==> src/rtl/dmem_arbiter_pkg.sv <==
// Shared definitions for the data-memory arbiter slice.
//
// Contents:
//   arb_state_t - sequencer states (IDLE -> ACCESS -> RESP -> IDLE)
//   PERF_CW     - width of each per-requester grant counter
//   sat_inc     - saturating increment used by the grant counters
//
// Optional feature macro used by this slice: DMEM_ARB_PERF_EN
package dmem_arbiter_pkg;

    typedef enum logic [1:0] {
        ST_IDLE   = 2'd0,
        ST_ACCESS = 2'd1,
        ST_RESP   = 2'd2
    } arb_state_t;

    localparam int PERF_CW = 16;

    // Counters stick at all-ones rather than wrapping back to zero.
    function automatic logic [PERF_CW-1:0] sat_inc(input logic [PERF_CW-1:0] v);
        return (&v) ? v : v + 1'b1;
    endfunction

endpackage

==> src/rtl/dmem_arbiter_rr_pick.sv <==
// rr_pick: combinational round-robin selector.
//
// Picks the lowest-indexed active request at or above ptr, wrapping back
// to index 0 when nothing at or above ptr is requesting.
//
// Ports:
//   req [N-1:0]  in   active requests
//   ptr [PW-1:0] in   index with highest priority this round
//   win [N-1:0]  out  one-hot winner (zero when no request)
//   idx [PW-1:0] out  binary index of the winner
//   any          out  at least one request is active
module rr_pick #(
    parameter int N  = 2,
    parameter int PW = 1
) (
    input  logic [N-1:0]  req,
    input  logic [PW-1:0] ptr,
    output logic [N-1:0]  win,
    output logic [PW-1:0] idx,
    output logic          any
);

    logic found;

    // Scan candidates in priority order starting at ptr. The inner loop
    // compares against constant indices, so every bit select of req is static.
    always_comb begin
        win   = '0;
        idx   = '0;
        found = 1'b0;
        for (int k = 0; k < N; k++) begin
            for (int j = 0; j < N; j++) begin
                if (!found && (j == ((int'(ptr) + k) % N)) && req[j]) begin
                    found  = 1'b1;
                    win[j] = 1'b1;
                    idx    = PW'(j);
                end
            end
        end
    end

    assign any = |req;

endmodule

==> src/rtl/dmem_arbiter.sv <==
// dmem_arbiter: round-robin arbiter and sequencer in front of the 256x8 data
// memory. Shares the single memory port between NUM_REQ requesters, one
// access every three cycles (IDLE -> ACCESS -> RESP).
//
// Parameters: NUM_REQ (2..4), AW (address width), DW (data width).
//
// Ports:
//   clk, rst_n             clock; synchronous active-low reset
//   req/req_we             per-requester request and write select
//   req_addr/req_wdata     packed per-requester address / write data
//   gnt                    one-hot pulse while the access is on the memory
//   ack                    one-hot pulse when the access completes
//   rdata                  registered read data, held until the next read
//   mem_addr/mem_wdata     to memory
//   mem_we/mem_re          to memory, only active in ACCESS
//   mem_rdata              from memory (combinational read)
//   perf_cnt               only with DMEM_ARB_PERF_EN: 16-bit saturating
//                          grant counter per requester, requester i in
//                          [i*16 +: 16]
//
// Configuration macro: DMEM_ARB_PERF_EN
module dmem_arbiter
    import dmem_arbiter_pkg::*;
#(
    parameter int NUM_REQ = 2,
    parameter int AW      = 8,
    parameter int DW      = 8
) (
    input  logic                  clk,
    input  logic                  rst_n,
    input  logic [NUM_REQ-1:0]    req,
    input  logic [NUM_REQ-1:0]    req_we,
    input  logic [NUM_REQ*AW-1:0] req_addr,
    input  logic [NUM_REQ*DW-1:0] req_wdata,
    output logic [NUM_REQ-1:0]    gnt,
    output logic [NUM_REQ-1:0]    ack,
    output logic [DW-1:0]         rdata,
    output logic [AW-1:0]         mem_addr,
    output logic [DW-1:0]         mem_wdata,
    output logic                  mem_we,
    output logic                  mem_re,
    input  logic [DW-1:0]         mem_rdata
`ifdef DMEM_ARB_PERF_EN
    ,
    output logic [NUM_REQ*PERF_CW-1:0] perf_cnt
`endif
);

    localparam int PW = (NUM_REQ > 2) ? 2 : 1;

    arb_state_t          state, state_nxt;
    logic [PW-1:0]       ptr;
    logic [PW-1:0]       lat_idx;
    logic                lat_we;
    logic [AW-1:0]       lat_addr;
    logic [DW-1:0]       lat_wdata;
    logic [DW-1:0]       rdata_q;

    logic [NUM_REQ-1:0]  pick_win;
    logic [PW-1:0]       pick_idx;
    logic                pick_any;
    logic                sel_we;
    logic [AW-1:0]       sel_addr;
    logic [DW-1:0]       sel_wdata;

    rr_pick #(
        .N  (NUM_REQ),
        .PW (PW)
    ) u_pick (
        .req (req),
        .ptr (ptr),
        .win (pick_win),
        .idx (pick_idx),
        .any (pick_any)
    );

    // Route the winner's attributes through a one-hot mux so the latches
    // below only need to capture one set of values.
    always_comb begin
        sel_we    = 1'b0;
        sel_addr  = '0;
        sel_wdata = '0;
        for (int i = 0; i < NUM_REQ; i++) begin
            if (pick_win[i]) begin
                sel_we    = req_we[i];
                sel_addr  = req_addr[i*AW +: AW];
                sel_wdata = req_wdata[i*DW +: DW];
            end
        end
    end

    // State register.
    always_ff @(posedge clk) begin
        if (!rst_n) begin
            state <= ST_IDLE;
        end else begin
            state <= state_nxt;
        end
    end

    // Next-state logic: fixed three-cycle walk once a request is accepted.
    always_comb begin
        state_nxt = state;
        case (state)
            ST_IDLE:   state_nxt = pick_any ? ST_ACCESS : ST_IDLE;
            ST_ACCESS: state_nxt = ST_RESP;
            ST_RESP:   state_nxt = ST_IDLE;
            default:   state_nxt = ST_IDLE;
        endcase
    end

    // Request latches, rotation pointer and read-data register. Inputs are
    // captured once in IDLE, so later changes on req lines cannot disturb
    // an access already under way.
    always_ff @(posedge clk) begin
        if (!rst_n) begin
            ptr       <= '0;
            lat_idx   <= '0;
            lat_we    <= 1'b0;
            lat_addr  <= '0;
            lat_wdata <= '0;
            rdata_q   <= '0;
        end else begin
            if (state == ST_IDLE && pick_any) begin
                lat_idx   <= pick_idx;
                lat_we    <= sel_we;
                lat_addr  <= sel_addr;
                lat_wdata <= sel_wdata;
            end
            if (state == ST_ACCESS) begin
                if (!lat_we) begin
                    rdata_q <= mem_rdata;
                end
                if (int'(lat_idx) == NUM_REQ - 1) begin
                    ptr <= '0;
                end else begin
                    ptr <= lat_idx + PW'(1);
                end
            end
        end
    end

    // Output decode. mem_we is additionally gated by rst_n so that a reset
    // arriving while a write is on the memory prevents that write from
    // committing at the same edge.
    always_comb begin
        gnt       = '0;
        ack       = '0;
        mem_addr  = '0;
        mem_wdata = '0;
        mem_we    = 1'b0;
        mem_re    = 1'b0;
        for (int i = 0; i < NUM_REQ; i++) begin
            if (int'(lat_idx) == i) begin
                gnt[i] = (state == ST_ACCESS);
                ack[i] = (state == ST_RESP);
            end
        end
        if (state == ST_ACCESS) begin
            mem_addr  = lat_addr;
            mem_wdata = lat_wdata;
            mem_we    = lat_we & rst_n;
            mem_re    = ~lat_we;
        end
    end

    assign rdata = rdata_q;

`ifdef DMEM_ARB_PERF_EN
    logic [NUM_REQ-1:0][PERF_CW-1:0] perf_q;

    // One count per grant pulse, i.e. per cycle spent in ACCESS.
    always_ff @(posedge clk) begin
        if (!rst_n) begin
            perf_q <= '0;
        end else if (state == ST_ACCESS) begin
            perf_q[lat_idx] <= sat_inc(perf_q[lat_idx]);
        end
    end

    assign perf_cnt = perf_q;
`endif

endmodule
==> config.mk <==
export PLATFORM = sky130hd
export DESIGN_NAME = dmem_arbiter
export DESIGN_NICKNAME = d
export VERILOG_FILES = /design/src/rtl/dmem_arbiter_pkg.sv /design/src/rtl/dmem_arbiter_rr_pick.sv /design/src/rtl/dmem_arbiter.sv
export SDC_FILE = /design/constraint.sdc
export NUM_CORES = 1
export LEC_CHECK = 0
export CAP_MARGIN = 20
export CORE_MARGIN = 4
export CORE_UTILIZATION = 41
export DETAILED_ROUTE_END_ITERATION = 16
export PLACE_DENSITY = 0.93
export SETUP_SLACK_MARGIN = 0.3
export SLEW_MARGIN = 0
export SYNTH_ARGS = -nofsm -noshare
export SYNTH_HDL_FRONTEND = slang
export SYNTH_HIERARCHICAL = 1
export SYNTH_SLANG_ARGS = --single-unit
export TNS_END_PERCENT = 30
==> constraint.sdc <==
create_clock -name clk -period 4.35 [get_ports clk]
set_clock_uncertainty 0.2 [all_clocks]
set_input_delay 0.87 -clock clk [delete_from_list [all_inputs] [get_ports clk]]
set_output_delay 0.87 -clock clk [all_outputs]
set_load 0.02 [all_outputs]
# After elaboration in Yosys (flattened, before gate mapping)
# Index checks and enable logic that the tools add are counted.
# Widths: inputs -> output; s select.
[word_totals] ram_bits=0 memories=0 rom_bits=0 ff_bits=29 output_inout_bits=30 latchBits=0 word_cells=56 input_bits=46
[op_classes] eq_ne=3 addsub=2 n_mul=0 shifts=0 mux=25 reduce_logical=16 n_lt_le_gt_ge=0 n_bitwise=3 div_mod_pow=0
[ops] op="$logic_not 32->1" n=2
[ops] op="$mux 8" n=6
[ops] op="$mux 1" n=18
[ops] op="$logic_and 1x1->1" n=8
[ops] op="$pmux 2 s2" n=1
[ops] op="$logic_not 1->1" n=3
[ops] op="$add 1x1->1 const B" n=2
[ops] op="$eq 2x1->1 const B" n=1
[ops] op="$eq 2x2->1 const A" n=1
[ops] op="$eq 2x2->1 const B" n=1
[ops] op="$logic_not 2->1" n=1
[ops] op="$reduce_and 2->1" n=1
[ops] op="$reduce_or 2->1" n=1
[ops] op="$and 1x1->1" n=1
[ops] op="$and 1x1->1 const A" n=1
[ops] op="$not 1->1" n=1

# Longest topological paths before layout
# Gate-level depths: netlist of run 1.
[logic_depth] ltp_word=16 ltp_mapped=8 ltp_nobuf=5

# Hierarchy
# The synthesis of run 1 kept the hierarchy.
[modules_own_cells] module="dmem_arbiter" cells_per_inst=141 seq_area_each_um2=580.6 n_inst=1 area_each_um2=1333.8
[modules_own_cells] module="rr_pick" cells_per_inst=5 seq_area_each_um2=0.0 n_inst=1 area_each_um2=32.5

# Worst setup path before layout of run 1
# OpenSTA, ideal clock, no wires.
[synth_timing] kind="input to output" startpoint="input rst_n" endpoint="output mem_we" cell_stages=2 slack_ps=1943 arrival_time_ps=1337 n_path_buf=1 required_time_ps=3280 path_cell_list="clkbuf_1 and3_1"
[synth_via] elab_chain_cells=2
[synth_lines] item="start, declared" line_no="dmem_arbiter.sv:30" rtl="input logic rst_n,"
[synth_lines] item="$and 1x1->1" line_no="dmem_arbiter.sv:162" rtl="mem_we = lat_we & rst_n;"
[synth_lines] item="$mux 1" line_no="dmem_arbiter.sv:159" rtl="if (state == ST_ACCESS) begin"
[synth_lines] item="end, declared" line_no="dmem_arbiter.sv:40" rtl="output logic mem_we,"
# No other way between the ends.

# Worst setup path in the final report of run 1
# Same ends and word-level chain as after synthesis.

==> reports/metrics.csv, run 1 <==
stage;metric;value;unit
run_status;outcome;completed;
power;p_leak;0.814;nW
floorplanning;num_rows;20;
run;maxCapViolCount;0;
clock_network;path_clk_slew;0.09;ns
setup_path;critPathArrivalTime;2.40;ns
setup_path;r2r_end;lat_addr[6]$_SDFFE_PN0P_;
detailed_routing;drtIter0Drc;42;
logic_synthesis;synth_cell_types;27;
placement;dpl_cell_area;0.00213;mm2
logic_synthesis;ys_ff_latch;29;
setup_path;critPathSlowestCell;clkdlybuf4s50_1;
timing;fmax;288;MHz
clock_network;cts_root_buf;clkbuf_4;
logic_synthesis;yosys.area.top_type;dfxtp_1;
detailed_routing;via_per_inst;4.92;
setup_path;cp.required;3.28;ns
power;p_switching;0.000188;W
floorplanning;dieWidth;65.7;um
power;p_seq_share;45.5;%
logic_synthesis;yosysMostFrequentCell;dfxtp_1;
cells_and_area;antenna-diode-count;0;
clock_network;clk_latency;0.33;ns
detailed_routing;met1Wirelength;1390;um
setup_path;crit_type;input port to primary output;
cells_and_area;areaGrowthSynthToFinish;61.0;%
timing;maxSlewViolCount;0;
detailed_routing;via_count;1304;
floorplanning;die_area;0.00432;mm2
detailed_routing;drc;0;
setup_path;cp-start-kind;input port;
setup_path;rr_worst_depth;6;
timing;layout_min_cycle_time;3.47;ns
cells_and_area;fin_area;0.00220;mm2
clock_network;numCtsBuffers;5;
logic_synthesis;netlist.area_leader.share;42.5;%
logic_synthesis;yosys-top-cells-count;29 x dfxtp_1, 19 x and2_1, 16 x a22oi_1;
worst_hold_path;worstHoldPathType;register to register;
floorplanning;ioPinCount;76;
cells_and_area;drive_above_1_share;9.05;%
setup_path;crit_path_cell_trace;clkdlybuf4s50_1 -> buf_4 -> and3_1 -> clkdlybuf4s50_1;
detailed_routing;dr.max_layer_used;met4;
detailed_routing;dr.pass1.iters;4;
placement;port_buffers;75;
power;vdd_drop_max;0.194;mV
cells_and_area;fin_nets;266;
clock_network;cts_resized;0;
power;p_clk_share;27.8;%
global_routing;grt_pass1_wl;5890;um
worst_hold_path;hold_path_end;lat_wdata[3]$_SDFFE_PN0P_;
logic_synthesis;synthTopCellsByArea;dfxtp_1 42%, a22oi_1 8.8%, and2_1 8.7%, mux2i_1 6.6%, nor2b_1 6.0%;
setup_path;worst-path-buf-inv;3;
setup_path;slowest_delay;0.61;ns
logic_synthesis;synthCells;146;
timing;setup_viol;0;
timing;relSlewSlack;28.8;%
clock_network;holdBufCountCts;0;
global_routing;grtUsageTotal;18.1;%
detailed_routing;dr_wl_met2;1810;um
timing;finalSetupTns;0;ns
logic_synthesis;synth_nets;192;
setup_path;worst_path_most_repeated_cell;clkdlybuf4s50_1;
detailed_routing;dr_wl_met3;341;um
setup_path;crit_start;rst_n;
power;cellPowerDensity;305;mW/mm2
timing;finalCritPeriodShare;79.7;%
worst_hold_path;hold_path_startpoint;lat_wdata[3]$_SDFFE_PN0P_;
floorplanning;core;0.00313;mm2
power;p_comb_share;26.7;%
setup_path;r2r_start;ptr$_SDFFE_PN0N_;
setup_path;cp_max_fo;30;
detailed_routing;drtAntennaViolNets;0;
clock_network;cts.htree.levels;2;
global_routing;antenna_found_initial;0;
setup_path;regToRegSetupSlack;2.17;ns
timing;hold_viol_final;0;
global_routing;grt_overflow;0;
setup_path;critPathTopFamily;buffers and inverters;
worst_hold_path;hold_path_depth;2;
detailed_routing;wire_per_inst;13.6;um
logic_synthesis;ys_warn_count;6;
logic_synthesis;synth_area;0.00137;mm2
power;intPower;0.000483;W
logic_synthesis;ys_seq_area_share;42.5;%
global_routing;grt_max_degree;31;
timing;rsz0062_at_grt;no;
floorplanning;start_util;43.7;%
logic_synthesis;synthArstFlopShare;0;%
logic_synthesis;synth_area_per_cell;9.36;um2
placement;hpwl;2720;um
detailed_routing;wl;3600;um
floorplanning;die_h;65.7;um
clock_network;clockBufferDepth;2;
setup_path;end_kind;primary output;
logic_synthesis;synth_flop_cell;dfxtp_1;
power;switching_share;28.0;%
clock_network;cts_sinks;29;
clock_network;cts_setup_buffers;0;
timing;worst_pin_slew;1.07;ns
placement;place.gp.congestion;0.786;
global_routing;first_global_vias;1287;
clock_network;cts_tree;built;
logic_synthesis;synth_edf_count;0;
## worst reg2reg max path: stages, from the launching register on
cell and delay, ns:
dfxtp_1 0.33, inv_1 0.07, a21boi_1 0.07, buf_4 0.21, nor2b_1 0.84, a22oi_1 0.21
a21oi_2 0.20
## cells in the final DEF (no fill, tap or decap), types with 2 or more instances in the layout
cell type | netlist | layout
clkbuf_4 | 0 | 5
clkbuf_8 | 0 | 2
a21oi_1 | 11 | 11
mux2i_1 | 9 | 9
o21ai_1 | 12 | 12
a21boi_1 | 3 | 3
a21oi_2 | 5 | 5
nor2b_1 | 13 | 13
o21ai_0 | 5 | 5
and2_1 | 19 | 19
a22oi_1 | 16 | 16
buf_4 | 3 | 5
dfxtp_1 | 29 | 29
clkdlybuf4s50_1 | 0 | 75
## registers in the layout, summed over array words and instances (netlist names)
register,count
lat_we,1
rdata,8
lat_addr,8
ptr,1
lat_idx,1
state,2
lat_wdata,8
## worst max-delay path by stage
| stage | slack (ns) | cells after the start | endpoint |
|---|---|---|---|
| 2_1_floorplan | 1.94 | 2 | mem_we |
| 3_3_place_gp | 0.91 | 4 | mem_we |
| 3_5_place_dp | 0.87 | 4 | mem_we |
| 4_1_cts | 0.87 | 4 | mem_we |
| 5_1_grt | 0.81 | 4 | mem_we |
| 6_report | 0.88 | 4 | mem_we |
## stage by stage
step / power, W / util (%) / std cells / setup slack [ns] / hold WS, ns
2_1_floorplan: 0.000411 / - / 146 / 1.94 / 0.281
3_3_place_gp: 0.000488 / 68.1 / 257 / 0.913 / 0.297
3_5_place_dp: 0.000493 / 68.1 / 257 / 0.866 / 0.303
4_1_cts: 0.000677 / 70.3 / 265 / 0.869 / 0.322
5_1_grt: 0.000714 / 70.3 / 265 / 0.814 / 0.347
6_report: 0.000671 / 70.3 / 265 / 0.882 / 0.318
## routing by layer
layer / global-route usage (%) / vias up
met1: 19.2 / 584
met3: 7.18 / 7
li1: - / 663
met2: 31.9 / 50
met4: 6.48 / 0
met5: 0 / -
## layout make-up
class	instances	area, um2
well taps	44	55.1
repair buffers	80	788
clock inverters	1	5.00
inverters	1	3.75
clock buffers	7	65.1
multi-input cells	103	702
fillers	244	928
flip-flops and latches	29	581
## logic make-up after synthesis
family                 synth area share, %
AND/OR/NAND/NOR                       19.9
flip-flops                            42.5
AO/OA/AOI/OAI                         24.9
buffers and inverters                 6.13
multiplexers                          6.59
## power by group through the flow
stage               clock network (W)  logic [W]  registers, W
finish                       0.000187   0.000179      0.000305
CTS                          0.000190   0.000182      0.000305
detailed placement                  0   0.000181      0.000311
floorplan                           0  0.0000978      0.000313
global placement                    0   0.000179      0.000310
global route                 0.000209   0.000196      0.000309
Power figures use the tool's default switching activity.
==> run 2: changes to the inputs <==
Settings changed: CORE_UTILIZATION 41 to 34, PLACE_DENSITY 0.93 to 0.83.
Clock period 4.35 ns to 3.1 ns, I/O delays scaled along.
==> run 2 against run 1 <==
Net effect: global-route usage shrank 3.1 points; design area rose by 2.8%; critical path depth unchanged; first-iteration DRC count up 7.1%; combinational power is 45% higher; register-to-register slack lost 0.63 ns; sequential power is 40% higher; critical path type is now register to primary output; largest cell class unchanged.
==> reports/metrics.csv, run 2 (synthesis results as in run 1) <==
stage;metric;value;unit;change
run_status;outcome;completed;;
setup_path;end_kind;primary output;;
timing;setup_viol;0;;unchanged
cells_and_area;fin_cells;272;;+2.6%
power;cellPowerDensity;453;mW/mm2;+48%
timing;hold_viol_final;0;;unchanged
cells_and_area;fin_area;0.00226;mm2;+2.8%
detailed_routing;met1Wirelength;1540;um;+11%
timing;worst_pin_slew;0.389;ns;-0.677 ns
detailed_routing;via_per_inst;4.72;;-4.0%
clock_network;cts_setup_buffers;0;;unchanged
clock_network;cts.htree.levels;2;;unchanged
global_routing;grtUsageTotal;15.0;%;-3.1 points
clock_network;numCtsBuffers;5;;unchanged
detailed_routing;drc;0;;unchanged
global_routing;first_global_vias;1381;;+7.3%
cells_and_area;n_fill_cell;338;;+39%
floorplanning;ioPinCount;76;;unchanged
detailed_routing;dr.max_layer_used;met4;;
detailed_routing;drtIter0Drc;45;;+7.1%
global_routing;grt_pass1_wl;6050;um;+2.8%
power;vdd_drop_max;0.249;mV;+28%
detailed_routing;dr_wl_met2;1820;um;+0.55%
clock_network;cts_tree;built;;
placement;dpl_cell_area;0.00216;mm2;+1.3%
setup_path;critPathArrivalTime;1.87;ns;-0.53 ns
setup_path;crit_type;register to primary output;;
cells_and_area;final_common_cell;clkdlybuf4s50_1;;
detailed_routing;wl;3700;um;+2.8%
setup_path;r2r_start;state[1]$_SDFF_PN0_;;
setup_path;regToRegSetupSlack;1.54;ns;-0.63 ns
floorplanning;dieWidth;71.4;um;+8.6%
clock_network;cts_root_buf;clkbuf_8;;
timing;layout_min_cycle_time;2.69;ns;
worst_hold_path;hold_path_depth;2;;unchanged
cells_and_area;areaGrowthSynthToFinish;65.5;%;
timing;finalSetupTns;0;ns;unchanged
cells_and_area;fin_nets;269;;+1.1%
global_routing;grt_overflow;0;;unchanged
setup_path;r2r_end;lat_idx$_SDFFE_PN0P_;;
power;p_total;0.00102;W;+52%
placement;place.gp.congestion;0.704;;-10%
worst_hold_path;hold_path_startpoint;lat_addr[7]$_SDFFE_PN0P_;;
floorplanning;start_util;36.2;%;-7.4 points
detailed_routing;drtAntennaViolNets;0;;unchanged
timing;finalCritPeriodShare;86.6;%;
worst_hold_path;worstHoldPathType;register to register;;
detailed_routing;via_count;1285;;-1.5%
timing;maxSlewViolCount;0;;unchanged
floorplanning;die_h;71.4;um;+8.6%
timing;rsz0062_at_grt;no;;
placement;port_buffers;75;;unchanged
cells_and_area;antenna-diode-count;0;;unchanged
power;p_leak;0.857;nW;+5.3%
detailed_routing;dr_wl_met3;320;um;-6.2%
run;maxCapViolCount;0;;unchanged
timing;fmax;372;MHz;
clock_network;cts_sinks;29;;unchanged
timing;relSlewSlack;74.1;%;+45 points
clock_network;clockBufferDepth;2;;unchanged
placement;hpwl;2710;um;-0.33%
placement;placed_cells;264;;+2.7%
detailed_routing;dr.pass1.iters;6;;+2
setup_path;rr_worst_depth;4;;-2
setup_path;cp.required;2.28;ns;-1.00 ns
setup_path;cp_max_fo;11;;-63%
clock_network;path_clk_slew;0.06;ns;-0.03 ns
timing;whs;0.313;ns;-0.00514 ns
worst_hold_path;hold_path_end;lat_addr[7]$_SDFFE_PN0P_;;
global_routing;grt_max_degree;37;;+19%
global_routing;antenna_found_initial;0;;unchanged
cells_and_area;final_cell_mix;74 x clkdlybuf4s50_1, 29 x dfxtp_1, 19 x and2_1, 16 x a22oi_1, 13 x nor2b_1;;
floorplanning;core;0.00377;mm2;+21%
floorplanning;num_rows;22;;+10%
clock_network;clk_latency;0.27;ns;-0.06 ns
detailed_routing;wire_per_inst;13.6;um;+0.16%
cells_and_area;drive_above_1_share;10.3;%;+1.2 points
setup_path;cp-start-kind;register;;
floorplanning;die_area;0.00510;mm2;+18%
-- run 2: cell count changes in the layout (fill, tap and decap cells not counted), sizes merged --
cell,delta
dlymetal6s2s,+1
clkdlybuf4s50,-1
buf,+3
-- run 2: repair_timing --
action                                  4_1_cts  5_1_grt
hold buffers                                  0        0
endpoints found under the setup margin        0        1
gates resized for setup                       0        1
-- run 2: through the flow --
| stage | util (%) | setup slack (ns) |
|---|---|---|
| 3_3_place_gp | 57.2 | 0.455 |
| 2_1_floorplan | - | 1.15 |
| 6_report | 60.0 | 0.414 |
| 5_1_grt | 60.0 | 0.314 |
| 3_5_place_dp | 57.2 | 0.434 |
| 4_1_cts | 59.9 | 0.378 |
-- run 2: power breakdown --
part / total (W) / switching (W) / internal (W) / leakage, nW
clock network: 0.000335 / 0.000135 / 0.000200 / 0.0542
registers: 0.000428 / 0.0000187 / 0.000409 / 0.239
logic: 0.000260 / 0.000118 / 0.000142 / 0.564
-- run 2: critical path: stages (launching register included) --
cell             delay [ns]
dfxtp_1                0.42
nor2b_1                0.21
buf_4                  0.20
and3_1                 0.17
clkdlybuf4s50_1        0.60
-- run 2: worst max path at each step --
stage          cells past startpoint          end                 from
5_1_grt                            4       mem_we  state[0]$_SDFF_PN0_
6_report                           4       mem_we  state[0]$_SDFF_PN0_
2_1_floorplan                      4  mem_addr[0]  state[0]$_SDFF_PN0_
3_5_place_dp                       3       mem_we                rst_n
3_3_place_gp                       3       mem_we                rst_n
4_1_cts                            4       gnt[0]  state[0]$_SDFF_PN0_
-- run 2: layout make-up --
type / count / area [um2] / share of cell area, %
clock buffer: 7 / 96.3 / 4.26
clock inverter: 1 / 5.00 / 0.221
inverter: 1 / 3.75 / 0.166
multi-input combinational: 103 / 702 / 31.0
sequential: 29 / 581 / 25.7
tap: 48 / 60.1 / 2.66
timing repair buffer: 83 / 813 / 36.0
-- run 2: routing by layer --
layer	vias up	GRT usage [%]
met2	44	26.8
li1	667	-
met5	-	0
met1	572	16.2
met3	2	6.73
met4	0	3.13
